<file path="src/rtl/cmdparse_pkg.sv">
`default_nettype none
// +----------------------------------------------------------------------+
// | cmdparse_pkg : shared state encoding, header layout, sync default    |
// | Rev 1.0                                                              |
// +----------------------------------------------------------------------+
package cmdparse_pkg;

  localparam logic [2:0] ST_HUNT = 3'd0;
  localparam logic [2:0] ST_HDR  = 3'd1;
  localparam logic [2:0] ST_ADRH = 3'd2;
  localparam logic [2:0] ST_ADRL = 3'd3;
  localparam logic [2:0] ST_DAT  = 3'd4;
  localparam logic [2:0] ST_CHK  = 3'd5;

  typedef enum logic [2:0] {
    S_HUNT = ST_HUNT,
    S_HDR  = ST_HDR,
    S_ADRH = ST_ADRH,
    S_ADRL = ST_ADRL,
    S_DAT  = ST_DAT,
    S_CHK  = ST_CHK
  } state_e;

  localparam int HDR_WE      = 7;
  localparam int HDR_RSVD    = 6;
  localparam int HDR_SEQ_MSB = 5;
  localparam int HDR_SEQ_LSB = 0;

  localparam logic [7:0] DEFAULT_SYNC_BYTE = 8'hA5;

endpackage
`default_nettype wire

</file>
<file path="src/rtl/cmdparse_timer.sv">
`default_nettype none
// +----------------------------------------------------------------------+
// | cmdparse_timer : inter-byte idle counter, pulses expire_o on the     |
// | idle cycle that brings the count to TIMEOUT_CYCLES (0 = disabled)    |
// | Rev 1.0                                                              |
// +----------------------------------------------------------------------+
module cmdparse_timer #(
  parameter int TIMEOUT_CYCLES = 1000
) (
  input  logic clk,
  input  logic rst,
  input  logic clr_i,
  input  logic en_i,
  output logic expire_o
);

  generate
    if (TIMEOUT_CYCLES > 0) begin : g_on
      localparam int CW = (TIMEOUT_CYCLES > 1) ? $clog2(TIMEOUT_CYCLES + 1) : 1;
      localparam logic [CW-1:0] C_LAST = CW'(TIMEOUT_CYCLES - 1);

      logic [CW-1:0] cnt_q;
      logic [CW-1:0] cnt_d;
      logic          expire;

      assign expire = en_i && !clr_i && (cnt_q == C_LAST);

      always_comb begin
        cnt_d = cnt_q;
        if (clr_i || expire) begin
          cnt_d = '0;
        end else if (en_i) begin
          cnt_d = cnt_q + 1'b1;
        end
      end

      always_ff @(posedge clk) begin
        if (rst) begin
          cnt_q <= '0;
        end else begin
          cnt_q <= cnt_d;
        end
      end

      assign expire_o = expire;
    end else begin : g_off
      logic unused_ok;
      assign unused_ok = &{1'b0, clk, rst, clr_i, en_i};
      assign expire_o  = 1'b0;
    end
  endgenerate

endmodule
`default_nettype wire

</file>
<file path="src/rtl/cmdparse.sv">
`default_nettype none
// +----------------------------------------------------------------------+
// | cmdparse : framed byte-stream request decoder (SYNC HDR ADRH ADRL    |
// | DAT [CHK]); CHK byte enabled by define CMDPARSE_CHECKSUM_EN          |
// | Rev 1.0                                                              |
// +----------------------------------------------------------------------+
module cmdparse
  import cmdparse_pkg::*;
#(
  parameter int         TIMEOUT_CYCLES = 1000,
  parameter logic [7:0] SYNC_BYTE      = DEFAULT_SYNC_BYTE
) (
  input  logic        clk,
  input  logic        rst,
  input  logic [7:0]  rx_data,
  input  logic        rx_valid,
  output logic        req_stb_o,
  output logic [5:0]  req_seq_o,
  output logic        req_we_o,
  output logic [15:0] req_adr_o,
  output logic [7:0]  req_dat_o,
  output logic        frame_err_o,
  output logic [7:0]  err_count_o
);

  state_e      state_q, state_d;
  logic [7:0]  hdr_q, hdr_d;
  logic [7:0]  adrh_q, adrh_d;
  logic [7:0]  adrl_q, adrl_d;
`ifdef CMDPARSE_CHECKSUM_EN
  logic [7:0]  dat_q, dat_d;
  logic [7:0]  chk_q, chk_d;
`endif

  logic        req_stb_q, req_stb_d;
  logic [5:0]  req_seq_q, req_seq_d;
  logic        req_we_q, req_we_d;
  logic [15:0] req_adr_q, req_adr_d;
  logic [7:0]  req_dat_q, req_dat_d;
  logic        frame_err_q, frame_err_d;
  logic [7:0]  err_count_q, err_count_d;

  logic        tmr_clr;
  logic        tmr_en;
  logic        tmr_expire;

  assign tmr_clr = (state_q == S_HUNT) || rx_valid;
  assign tmr_en  = !rx_valid;

  cmdparse_timer #(
    .TIMEOUT_CYCLES(TIMEOUT_CYCLES)
  ) u_timer (
    .clk     (clk),
    .rst     (rst),
    .clr_i   (tmr_clr),
    .en_i    (tmr_en),
    .expire_o(tmr_expire)
  );

  always_comb begin
    state_d     = state_q;
    hdr_d       = hdr_q;
    adrh_d      = adrh_q;
    adrl_d      = adrl_q;
`ifdef CMDPARSE_CHECKSUM_EN
    dat_d       = dat_q;
    chk_d       = chk_q;
`endif
    req_stb_d   = 1'b0;
    req_seq_d   = req_seq_q;
    req_we_d    = req_we_q;
    req_adr_d   = req_adr_q;
    req_dat_d   = req_dat_q;
    frame_err_d = 1'b0;

    if (rx_valid) begin
      unique case (state_q)
        S_HUNT: begin
          if (rx_data == SYNC_BYTE) state_d = S_HDR;
        end
        S_HDR: begin
          if (rx_data[HDR_RSVD]) begin
            frame_err_d = 1'b1;
            state_d     = S_HUNT;
          end else begin
            hdr_d   = rx_data;
            state_d = S_ADRH;
`ifdef CMDPARSE_CHECKSUM_EN
            chk_d   = rx_data;
`endif
          end
        end
        S_ADRH: begin
          adrh_d  = rx_data;
          state_d = S_ADRL;
`ifdef CMDPARSE_CHECKSUM_EN
          chk_d   = chk_q ^ rx_data;
`endif
        end
        S_ADRL: begin
          adrl_d  = rx_data;
          state_d = S_DAT;
`ifdef CMDPARSE_CHECKSUM_EN
          chk_d   = chk_q ^ rx_data;
`endif
        end
`ifdef CMDPARSE_CHECKSUM_EN
        S_DAT: begin
          dat_d   = rx_data;
          chk_d   = chk_q ^ rx_data;
          state_d = S_CHK;
        end
        S_CHK: begin
          state_d = S_HUNT;
          if (rx_data == chk_q) begin
            req_stb_d = 1'b1;
            req_seq_d = hdr_q[HDR_SEQ_MSB:HDR_SEQ_LSB];
            req_we_d  = hdr_q[HDR_WE];
            req_adr_d = {adrh_q, adrl_q};
            req_dat_d = dat_q;
          end else begin
            frame_err_d = 1'b1;
          end
        end
`else
        S_DAT: begin
          state_d   = S_HUNT;
          req_stb_d = 1'b1;
          req_seq_d = hdr_q[HDR_SEQ_MSB:HDR_SEQ_LSB];
          req_we_d  = hdr_q[HDR_WE];
          req_adr_d = {adrh_q, adrl_q};
          req_dat_d = rx_data;
        end
`endif
        default: state_d = S_HUNT;
      endcase
    end else if (tmr_expire) begin
      frame_err_d = 1'b1;
      state_d     = S_HUNT;
    end

    // Saturate rather than wrap so a flood of bad frames stays visible.
    err_count_d = err_count_q;
    if (frame_err_d && (err_count_q != 8'hFF)) err_count_d = err_count_q + 8'd1;
  end

  always_ff @(posedge clk) begin
    if (rst) begin
      state_q     <= S_HUNT;
      hdr_q       <= '0;
      adrh_q      <= '0;
      adrl_q      <= '0;
`ifdef CMDPARSE_CHECKSUM_EN
      dat_q       <= '0;
      chk_q       <= '0;
`endif
      req_stb_q   <= 1'b0;
      req_seq_q   <= '0;
      req_we_q    <= 1'b0;
      req_adr_q   <= '0;
      req_dat_q   <= '0;
      frame_err_q <= 1'b0;
      err_count_q <= '0;
    end else begin
      state_q     <= state_d;
      hdr_q       <= hdr_d;
      adrh_q      <= adrh_d;
      adrl_q      <= adrl_d;
`ifdef CMDPARSE_CHECKSUM_EN
      dat_q       <= dat_d;
      chk_q       <= chk_d;
`endif
      req_stb_q   <= req_stb_d;
      req_seq_q   <= req_seq_d;
      req_we_q    <= req_we_d;
      req_adr_q   <= req_adr_d;
      req_dat_q   <= req_dat_d;
      frame_err_q <= frame_err_d;
      err_count_q <= err_count_d;
    end
  end

  assign req_stb_o   = req_stb_q;
  assign req_seq_o   = req_seq_q;
  assign req_we_o    = req_we_q;
  assign req_adr_o   = req_adr_q;
  assign req_dat_o   = req_dat_q;
  assign frame_err_o = frame_err_q;
  assign err_count_o = err_count_q;

endmodule
`default_nettype wire

</file>
<file path="config.mk">
export PLATFORM = sky130hd
export DESIGN_NAME = cmdparse
export DESIGN_NICKNAME = d
export VERILOG_FILES = /design/src/rtl/cmdparse_pkg.sv /design/src/rtl/cmdparse_timer.sv /design/src/rtl/cmdparse.sv
export SDC_FILE = /design/constraint.sdc
export NUM_CORES = 1
export LEC_CHECK = 0
export BUFFER_PORTS_ARGS = -buffer_cell sky130_fd_sc_hd__buf_2
export CAP_MARGIN = 5
export CORE_MARGIN = 2
export CORE_UTILIZATION = 50
export CTS_CLUSTER_DIAMETER = 60
export DETAILED_ROUTE_END_ITERATION = 16
export GPL_TIMING_DRIVEN = 0
export PLACE_DENSITY = 0.72
export SYNTH_ARGS = -nofsm -noshare
export SYNTH_HDL_FRONTEND = slang
export SYNTH_SLANG_ARGS = --single-unit
export TNS_END_PERCENT = 10
</file>
<file path="constraint.sdc">
create_clock -name clk -period 2.12 [get_ports clk]
set_input_delay 0.424 -clock clk [delete_from_list [all_inputs] [get_ports clk]]
set_output_delay 0.424 -clock clk [all_outputs]
set_load 0.05 [all_outputs]
</file>
==> metrics.csv <==
stage,metric,value,unit
clock_tree,cts-resized-gates,0,
power_and_ir_drop,leakagePower,1.39,nW
synth,yosysWarnings,0,
layout,fillers,527,
layout,areaGrowthSynthToFinish,18.7,%
clock_tree,clock_latency,350,ps
timing,finalMaxSlewViolations,0,
timing,rsz0062_at_grt,no,
power_and_ir_drop,ir_drop,0.405,mV
routing,vias_per_cell,5.06,
layout,final_core_util,0.612,
synth,ys_ff_latch,77,
clock_tree,clock_path_buffers,2,
flow_run,cap_violations,0,
timing,tightestPinTransition,583,ps
routing,vias,2532,
timing,tns,0,ps
synth,synthDistinctLibCells,38,
placement,place_inst,484,
clock_tree,cts_tree,yes,
placement,pre_cts_ws,272,ps
timing,finalSetupViolCount,0,
critical_path,startpoint_type,flop,
timing,final-hold-violation-count,0,
synth,synth_nets,372,
floorplanning,initial_core_util,0.515,
critical_path,critPathMaxFanout,8,
global_route,grt_max_degree,15,
clock_tree,cts_made_buffers,9,
global_route,grt_usage,0.207,
layout,fin_nets,433,
timing,fin_ws,423,ps
status,status,completed,
timing,fin_crit,1700,ps
routing,antenna_left,0,
timing,fin_crit_sh,0.801,
routing,drt_iter0_drc,174,
critical_path,critical_path_class,reg2reg,
synth,syn_inst,359,
clock_tree,cts_max_level,3,
layout,seq_area,0.00154,mm^2
routing,dr.pass1.iters,4,
clock_tree,cts_root_buf,clkbuf_8,
placement,place.gp.congestion,0.806,
floorplanning,core.rowCount,28,
critical_path,cp_data_required_time,2350,ps
clock_tree,clk_pin_slew_worst_paths,80,ps
power_and_ir_drop,report.power.total,0.00280,W
layout,layout-drive-gt1-share,0.200,
critical_path,end_kind,flop,
timing,worst_clock_skew,8.26,ps
critical_path,arrival,1930,ps
placement,dpl.hpwl,4520,um
worst_hold_path,min_path_type,in2reg,
clock_tree,postCtsSetupBuffers,0,
routing,drt-wirelength-per-cell,12.8,um
floorplanning,core-area,0.00589,mm^2
layout,antenna_cells,0,
floorplanning,chipHeight,81.9,um
floorplanning,die_area,0.00671,mm^2
layout,multi_input_area,0.00139,mm^2
global_route,overflow,0,
global_route,antenna_found_initial,0,
routing,drc,0,
placement,portBuffers,50,
power_and_ir_drop,powerDensity,777,mW/mm^2
floorplanning,io_pins,52,
synth,ys_seq_area_frac,0.508,
synth,syn_area,0.00303,mm^2
global_route,grt_pass1_wl,10500,um
routing,drt-total-wl,6380,um
synth,synth.avg_cell_area,8.45,um^2
timing,fmax,589,MHz
layout,fin_cells,500,
clock_tree,clock_sink_count,77,
timing,relSlewSlack,0.612,
clock_tree,ctsHoldBuffers,0,
global_route,grt_pass1_vias,2249,
floorplanning,chipWidth,81.9,um
worst max-delay path: stages, from the launching register on:
cell	delay [ps]
dfxtp_1	380
ha_1	220
and4_1	270
nand4_4	170
a21oi_1	280
mux2i_1	210
nor2_1	50
cell families after synthesis:
logic type / share of synthesized area
buffers and inverters: 0.0342
multiplexers: 0.0297
XOR/XNOR: 0.0375
flip-flops: 0.508
AO/OA/AOI/OAI: 0.123
AND/OR/NAND/NOR: 0.259
adder cells (fa/ha/maj): 0.00825
placed cells by master, fill, tap and decap left out, drive strengths merged, types with 2 or more instances in the layout:
master	instances
nand2	102
dfxtp	77
a21oi	57
buf	57
nor2	32
clkbuf	22
nand3	11
xnor2	9
mux2i	9
o21ai	5
xor2	4
inv	4
clkinv	4
and4bb	3
and3	3
nor3	3
and2b	3
and4	2
a211oi	2
ha	2
bufinv	2
or3	2
nand4	2
nand4b	2
layer usage:
| metal | track usage | vias up | part of all wire | wire length, um |
|---|---|---|---|---|
| met5 | 0 | - | 0 | 0 |
| met4 | 0.0950 | 0 | 0.018 | 114 |
| met3 | 0.0407 | 11 | 0.058 | 371 |
| met2 | 0.320 | 59 | 0.44 | 2820 |
| met1 | 0.279 | 1150 | 0.48 | 3080 |
| li1 | - | 1312 | - | - |
report_power, final:
group	internal, W	leakage, nW	switching (W)
Combinational	0.0000361	0.656	0.0000763
Clock	0.000670	0.115	0.000559
Sequential	0.00145	0.620	0.00000369
Total	0.00216	1.39	0.000639
cells in the mapped netlist:
cell	count	share of area
nand2_1	101	0.12
dfxtp_1	77	0.51
a21oi_1	56	0.092
nor2_1	32	0.040
clkbuf_1	13	0.016
nand3_1	11	0.018
mux2i_1	9	0.030
xnor2_1	9	0.026
buf_2	5	0.0082
o21ai_0	5	0.0082
xor2_1	4	0.012
and3_1	3	0.0062
and4bb_2	3	0.012
inv_1	3	0.0037
a211oi_1	2	0.0049
and4_1	2	0.0058
ha_1	2	0.0082
nor3_1	2	0.0033
a2111oi_4	1	0.0091
a21o_1	1	0.0025
a21oi_2	1	0.0029
a41o_1	1	0.0033
and2_1	1	0.0021
and2b_1	1	0.0025
and2b_2	1	0.0029
and2b_4	1	0.0033
buf_4	1	0.0025
buf_6	1	0.0037
nand2_2	1	0.0021
nand4_1	1	0.0021
nand4_4	1	0.0070
nand4b_1	1	0.0029
nand4b_4	1	0.0078
nor2b_1	1	0.0021
nor3_4	1	0.0054
or2b_1	1	0.0025
or3_1	1	0.0021
or3_4	1	0.0037
sequential cells by signal, summed over array words and instances, names as in the netlist:
signal	count
req_dat_o	8
state_q	3
req_stb_o	1
adrl_q	8
err_count_o	8
adrh_q	8
hdr_q	7
frame_err_o	1
req_adr_o	16
req_seq_o	6
req_we_o	1
u_timer.g_on.cnt_q	10
metrics by stage:
step	hold WS (ps)	area, um^2
after floorplan	431	3030
after global placement	440	3380
after detailed placement	444	3380
after CTS	349	3600
after global routing	366	3600
final	363	3600
area by class of cell:
class / instances / area share
Clock buffer: 9 / 0.0344
Timing Repair Buffer: 50 / 0.0695
Multi-Input combinational cell: 259 / 0.385
Tap cell: 75 / 0.0261
Inverter: 3 / 0.00313
Buffer: 20 / 0.0257
Sequential cell: 77 / 0.428
Clock inverter: 7 / 0.0275
worst paths after layout:
kind,startpoint,to,slack [ps],cells past startpoint
max,u_timer.g_on.cnt_q[0]$_SDFFE_PP0N_,err_count_o[1]$_SDFFE_PP0P_,420,6
min,rx_data[7],adrl_q[7]$_SDFFE_PP0P_,360,3
max reg2reg,u_timer.g_on.cnt_q[0]$_SDFFE_PP0N_,err_count_o[1]$_SDFFE_PP0P_,420,6
min reg2reg,req_adr_o[8]$_SDFFE_PP0P_,req_adr_o[8]$_SDFFE_PP0P_,450,2
No activity file was read; power rests on OpenSTA's default activity.
